`config.mk`:
```
export PLATFORM = sky130hd
export DESIGN_NAME = aes_cipher_unpacker
export DESIGN_NICKNAME = d
export VERILOG_FILES = /design/src/rtl/aes_cipher_unpacker.sv
export SDC_FILE = /design/constraint.sdc
export NUM_CORES = 1
export LEC_CHECK = 0
export CAP_MARGIN = 20
export CORE_MARGIN = 2
export CORE_UTILIZATION = 45
export DETAILED_ROUTE_END_ITERATION = 8
export GPL_TIMING_DRIVEN = 0
export MAX_ROUTING_LAYER = met4
export PLACE_DENSITY = 0.75
export SETUP_SLACK_MARGIN = 0.2
export SYNTH_ARGS = -nofsm -noshare
export SYNTH_HDL_FRONTEND = slang
export SYNTH_SLANG_ARGS = --single-unit
```
`constraint.sdc`:
```
create_clock -name clk -period 5.9 [get_ports clk]
set_clock_uncertainty 0.1 [all_clocks]
set_input_delay 1.18 -clock clk [delete_from_list [all_inputs] [get_ports clk]]
set_output_delay 1.18 -clock clk [all_outputs]
set_load 0.01 [all_outputs]
```
`src/rtl/aes_cipher_unpacker.sv`:
```
// Buffers 128-bit cipher blocks in a DEPTH-entry FIFO and streams each one out as four 32-bit words.
// Define AES_UNPACK_LSW_FIRST_EN to emit [31:0] first; the default order is MSW first.
module aes_cipher_unpacker #(
  parameter int DEPTH = 4
) (
  input  logic                     clk,
  input  logic                     rst_n,
  input  logic [127:0]             cipher_in,
  input  logic                     cipher_valid,
  output logic [31:0]              word_out,
  output logic                     word_valid,
  input  logic                     word_ready,
  output logic                     word_last,
  output logic [$clog2(DEPTH):0]   fifo_count,
  output logic                     overflow,
  input  logic                     clear_ovf
);

  localparam int AW = $clog2(DEPTH);
  localparam int CW = AW + 1;

  logic [127:0]         mem [DEPTH];
  logic [AW-1:0]        wr_ptr;
  logic [AW-1:0]        rd_ptr;
  logic [1:0]           widx;
  logic [CW-1:0]        count;
  logic                 ovf;

  logic                 full;
  logic                 xfer;
  logic                 pop;
  logic                 push;
  logic                 drop;
  logic [127:0]         head;
  logic [3:0][31:0]     lane;

  assign full = (count == CW'(DEPTH));
  assign head = mem[rd_ptr];

  // lane[k] is the k-th word emitted for the head block
  for (genvar g = 0; g < 4; g++) begin : g_lane
`ifdef AES_UNPACK_LSW_FIRST_EN
    assign lane[g] = head[32*g +: 32];
`else
    assign lane[g] = head[32*(3-g) +: 32];
`endif
  end

  assign word_valid = (count != '0);
  assign word_last  = word_valid & (widx == 2'd3);
  assign word_out   = lane[widx];
  assign fifo_count = count;
  assign overflow   = ovf;

  // A full FIFO still takes a block if the head leaves on the same edge
  always_comb begin
    xfer = word_valid & word_ready;
    pop  = xfer & (widx == 2'd3);
    push = cipher_valid & (~full | pop);
    drop = cipher_valid & full & ~pop;
  end

  always_ff @(posedge clk) begin
    if (push) mem[wr_ptr] <= cipher_in;
  end

  always_ff @(posedge clk or negedge rst_n) begin
    if (!rst_n) begin
      wr_ptr <= '0;
      rd_ptr <= '0;
      widx   <= '0;
      count  <= '0;
      ovf    <= 1'b0;
    end else begin
      if (push) wr_ptr <= wr_ptr + AW'(1);
      if (pop)  rd_ptr <= rd_ptr + AW'(1);
      if (xfer) widx   <= widx + 2'd1;
      if (push && !pop)      count <= count + CW'(1);
      else if (pop && !push) count <= count - CW'(1);
      if (drop)           ovf <= 1'b1;
      else if (clear_ovf) ovf <= 1'b0;
    end
  end

endmodule
```
Yosys cells after proc, flatten, opt, wreduce, memory -nomap -nowiden

Memory sizes are Yosys's and may differ from the RTL's.
Cells that the tools add are included.

Word-level logic and storage cells: 38
RAM bits: 512
Bits in registers: 10
Output and inout port bits: 38
Memories kept: 1
Bits of input ports: 133

Memories:

| memory | words | bits a word | read ports | clocked after Yosys merged registers in | write ports | RTL line | text |
|---|---|---|---|---|---|---|---|
| mem    | 4     | 128         | 1          | 0                                       | 1           | 22       | `logic [127:0] mem [DEPTH];` |

$add $sub $neg: 5
Equality and inequality tests: 2
Mux-type cells: 8
Reduce and logical (&&, ||, !) cells: 7
Bitwise logic cells: 9
$lt $le $gt $ge: 1

Operators by type and width:

| kind                | count |
|---|---|
| $bmux 32 s2         | 1 |
| $mux 32             | 1 |
| $add 2x1->2 const B | 3 |
| $and 1x1->1         | 6 |
| $mux 3              | 2 |
| $mux 1              | 4 |
| $reduce_bool 2->1   | 2 |
| $add 3x1->3 const B | 1 |
| $eq 3x3->1 const B  | 1 |
| $lt 2x3->1 const B  | 1 |
| $reduce_bool 3->1   | 1 |
| $sub 3x1->3 const B | 1 |
| $eq 2x2->1 const B  | 1 |
| $logic_and 1x1->1   | 2 |
| $logic_not 1->1     | 2 |
| $not 1->1           | 2 |
| $or 1x1->1          | 1 |

Longest topological paths before layout

Depth after elaboration: 9
Depth in mapped cells: 9
Gate-level depth less buffers: 9

Worst setup path before layout

Ideal clock, no wire load.

Path type: input port to flip-flop
From: in word_ready
To: mem mem[0][0], enable pin
Required time: 5298 ps
Stages on the path: 3
Library setup time: 502 ps
Arrival: 4625 ps
Path buffers: 0
Setup slack: 672 ps
Cell sequence: nand2_1 > a31oi_1 > and2_1

Longest elaborated chain between the ends: 6

Ends and longest elaborated chain:

| what                         | RTL line | text |
|---|---|---|
| from (decl)                  | 12       | `input logic word_ready,` |
| $and 1x1->1                  | 57       | `xfer = word_valid & word_ready;` |
| $and 1x1->1                  | 58       | `pop = xfer & (widx == 2'd3);` |
| $or 1x1->1                   | 59       | `push = cipher_valid & (~full \| pop);` |
| $and 1x1->1                  | 59       |  |
| named net push               | 32       | `logic push;` |
| $mux 1                       | 64       | `if (push) mem[wr_ptr] <= cipher_in;` |
| $mux 1 (implied by the code) | 64       |  |
| to (decl)                    | 22       |  |

The timed path passes the listed nets, and every way through them passes these cells.

Worst setup path after layout

From: reg rd_ptr[1]
To: out word_out[18]

Longest elaborated chain between the ends: 3

Ends and longest elaborated chain:

| what                          | RTL line | text |
|---|---|---|
| from (decl)                   | 24       | `logic [AW-1:0] rd_ptr;` |
| from (signal assigned)        | 76       | `if (pop) rd_ptr <= rd_ptr + AW'(1);` |
| $mem_v2 4x128                 | n/a      |  |
| $bmux 32 s2                   | 51       | `assign word_out = lane[widx];` |
| $mux 32 (implied by the code) | 51       |  |
| to (decl)                     | 10       | `output logic [31:0] word_out,` |

No other way between the ends. The select of a mux whose other input is x is not followed.

==> flow_summary_export.csv <==
group,metric,value,unit
placement,dp_hpwl,25330,um
flow_run,maxCapViolations,0,
power_and_ir_drop,vdd_drop_max,0.3042,mV
global_routing,grt_start_max_net_pins,58,
placement,pre_cts_ws,1.814,ns
sta,finalSetupViolCount,0,
clocking,clock_pin_slew_reported_for_the_worst_setup_and_hold_paths_after_clock_tree_synthesis,0.06,ns
power_and_ir_drop,total_switching_power,3.604,mW
placement,placed_cells,1595,
synthesis,number_of_standard_cells_after_synthesis,832,
power_and_ir_drop,pwr-share-comb,0.326,
hold_path,min_path_type,"reg2reg",
detailed_routing,wl_met3,2818,um
synthesis,yosys.area.top_type_share,0.7822,
die,boundaryPins,171,
sta,tightestPinTransition,0.9510,ns
synthesis,syn_area,19660,um^2
synthesis,synthesis.nets,972,
detailed_routing,first_pass_iters,7,
detailed_routing,vias_per_cell,5.459,
detailed_routing,antenna_violating_nets_post_route,0,
worst_setup_path,reg2reg_from,"widx[0]$_DFFE_PN0P_",
run_status,run_status,"finished, final reports clean",
placement,globalplace.congestion,0.7172,
die,rows,76,
sta,maxSlewViolCount,0,
global_routing,first_global_vias,9833,
sta,max_slew_margin,0.3660,
detailed_routing,detailroute.via_count,9270,
sta,finalWorstPathRequiredPeriod,4.687,ns
sta,period_share,0.7943,
die,die_w,213,um
power_and_ir_drop,power.share.clock,0.257,
synthesis,synth_area_leader_cell,"sky130_fd_sc_hd__edfxtp_1",
synthesis,synth.top_cells.by_area,"sky130_fd_sc_hd__edfxtp_1 (78%), sky130_fd_sc_hd__mux4_2 (15%), sky130_fd_sc_hd__a22oi_1 (2.4%)",
sta,timing.fmax,213.4,MHz
die,die_ar,45370,um^2
clocking,clk-insertion-delay-late,0.58,ns
detailed_routing,wl_met2,20630,um
layout,post-route-cell-area,23960,um^2
power_and_ir_drop,netSwitchingFraction,0.2958,
hold_path,timing.hold.worst.start,"overflow$_DFFE_PN0P_",
layout,most-common-layout-cells,"sky130_fd_sc_hd__edfxtp_1 (512), sky130_fd_sc_hd__clkdlybuf4s50_1 (170), sky130_fd_sc_hd__mux4_2 (128), sky130_fd_sc_hd__a22oi_1 (64), sky130_fd_sc_hd__clkbuf_16 (54)",
detailed_routing,top_layer,"met4",
clocking,hold_buffers,0,
worst_setup_path,timing.critical_path.fanout_max,10,
clocking,ctsResizeCount,0,
global_routing,track_usage,0.1935,
worst_setup_path,cp_data_required_time,4.62,ns
sta,rsz0062_at_grt,"no",
detailed_routing,drt-met1-wl,17070,um
clocking,cts_max_level,2,
layout,layout-drive-gt1-share,0.2090,
sta,fin_worst_hold_slack,0.4247,ns
global_routing,globalRouteOverflowTotal,0,
die,start_util,0.4563,
die,core-area,43080,um^2
power_and_ir_drop,pwr-share-seq,0.416,
global_routing,wire_length_of_the_first_global_routing_pass,61210,um
layout,fin_cells,1698,
layout,post-route-util,0.5563,
clocking,cts.path.max_buffers,3,
detailed_routing,detail_route.wirelength,41360,um
placement,buffer_ports.inserted,170,
power_and_ir_drop,leakagePower,7.689,nW
power_and_ir_drop,powerDensity,508.5,nW/um^2
detailed_routing,wire_per_inst,24.36,um
synthesis,synth_sequential_area_ratio,0.7949,
power_and_ir_drop,int_power,8.582,mW
placement,placedInstanceArea,22320,um^2
sta,setup-tns-final,0,ns
worst_setup_path,worst_setup_path_end_kind,"output pin",
sta,final.setup.worst_slack,1.214,ns
detailed_routing,drcViolationCount,0,
clocking,numCtsBuffers,52,
worst_setup_path,setup.worst_path.start,"rd_ptr[1]$_DFFE_PN0N_",
layout,final_nets,1204,
worst_setup_path,worst_ep_arrival_time,3.41,ns
clocking,clock-sinks,522,
detailed_routing,drtIter0Drc,805,
worst_setup_path,criticalPathCategory,"reg2out",
clocking,cts.repair_timing.setup_buffer_count,0,
die,die_height,213,um
global_routing,grt_antenna_before_repair,7,
synthesis,ys_warns,0,
layout,areaGrowthSynthToFinish,21.92,%
synthesis,postSynthRegisterBits,522,
sta,final_hold_viol_count,0,
layout,mostFrequentLayoutCell,"sky130_fd_sc_hd__edfxtp_1",
synthesis,yosysUniqueCellTypes,24,
worst_setup_path,setup.worst_path.start_class,"register",
synthesis,syn-mean-instance-area,23.63,um^2
clocking,cts_root_buffer,"sky130_fd_sc_hd__clkbuf_16",
power_and_ir_drop,total_power,12.19,mW
clocking,cts_tree,"done",
==> logic make-up after synthesis <==
| logic type | after synthesis | synth area share |
|---|---|---|
| simple gates | 49 | 0.01082 |
| buf+inv | 50 | 0.01292 |
| mux | 131 | 0.1484 |
| xor+xnor | 7 | 0.003119 |
| compound gates | 66 | 0.02502 |
| fa+ha+maj | 7 | 0.004838 |
| flops | 522 | 0.7949 |
==> cells in the mapped netlist (all sizes together) <==
| cell type | n |
|---|---|
| xor2 | 2 |
| o21ai | 1 |
| buf | 25 |
| nor2b | 2 |
| nand2 | 34 |
| edfxtp | 512 |
| nor2 | 3 |
| mux4 | 128 |
| nand4 | 2 |
| inv | 5 |
| nand3 | 1 |
| xnor2 | 5 |
| or3 | 1 |
| a22oi | 64 |
| ha | 6 |
| and2 | 6 |
| clkbuf | 20 |
| mux2 | 3 |
| fa | 1 |
| dfrtp | 10 |
| a31oi | 1 |
==> per-layer routing <==
layer / up-vias / global-route usage
met3: 61 / 0.04354
met2: 307 / 0.3075
met4: 0 / 0.05956
met1: 4866 / 0.2515
met5: - / -
li1: 4036 / -
==> flip-flops by register name, summed over array words and instances, names as in the netlist <==
name,cells
fifo_count,3
mem,512
widx,2
wr_ptr,2
overflow,1
rd_ptr,2
==> layout make-up <==
class / count / area [um^2]
Clock buffer: 65 / 1393
Antenna cell: 8 / 20.02
Clock inverter: 30 / 231.5
Multi-Input combinational cell: 260 / 3787
Inverter: 5 / 18.77
Sequential cell: 522 / 15630
Timing Repair Buffer: 178 / 1922
Buffer: 45 / 235.2
Tap cell: 585 / 732.0
Fill cell: 3162 / 19110
==> critical path, cell delays in order (launching register included) <==
cell and delay, ns:
sky130_fd_sc_hd__dfrtp_1 0.46, sky130_fd_sc_hd__clkbuf_1 0.67, sky130_fd_sc_hd__buf_2 0.48, sky130_fd_sc_hd__mux4_2 0.36
sky130_fd_sc_hd__a22oi_1 0.21, sky130_fd_sc_hd__nand2_1 0.13, sky130_fd_sc_hd__clkdlybuf4s50_1 0.50
==> power groups by stage <==
stage / clock network [mW] / logic (mW) / registers, mW
2_1_floorplan: 0 / 2.38 / 5.20
3_3_place_gp: 0 / 3.92 / 5.31
3_5_place_dp: 0 / 4.07 / 5.15
4_1_cts: 3.21 / 4.09 / 5.08
5_1_grt: 3.35 / 4.30 / 5.13
6_report: 3.14 / 3.98 / 5.07
==> path summary, 6_finish.rpt <==
path                                             endpoint  slack, ns  depth (start not counted)
worst max-delay path                         word_out[18]       1.21                          6
worst min-delay path                 overflow$_DFFE_PN0P_       0.42                          2
worst max register to register       mem[2][44]$_DFFE_PP_       3.06                          5
worst min register to register       overflow$_DFFE_PN0P_       0.42                          2
max in group asynchronous           wr_ptr[0]$_DFFE_PN0P_       4.57                          1
min in group asynchronous       fifo_count[1]$_DFFE_PN0P_       0.81                          1
Note: power is estimated with default switching activity, not from simulation.
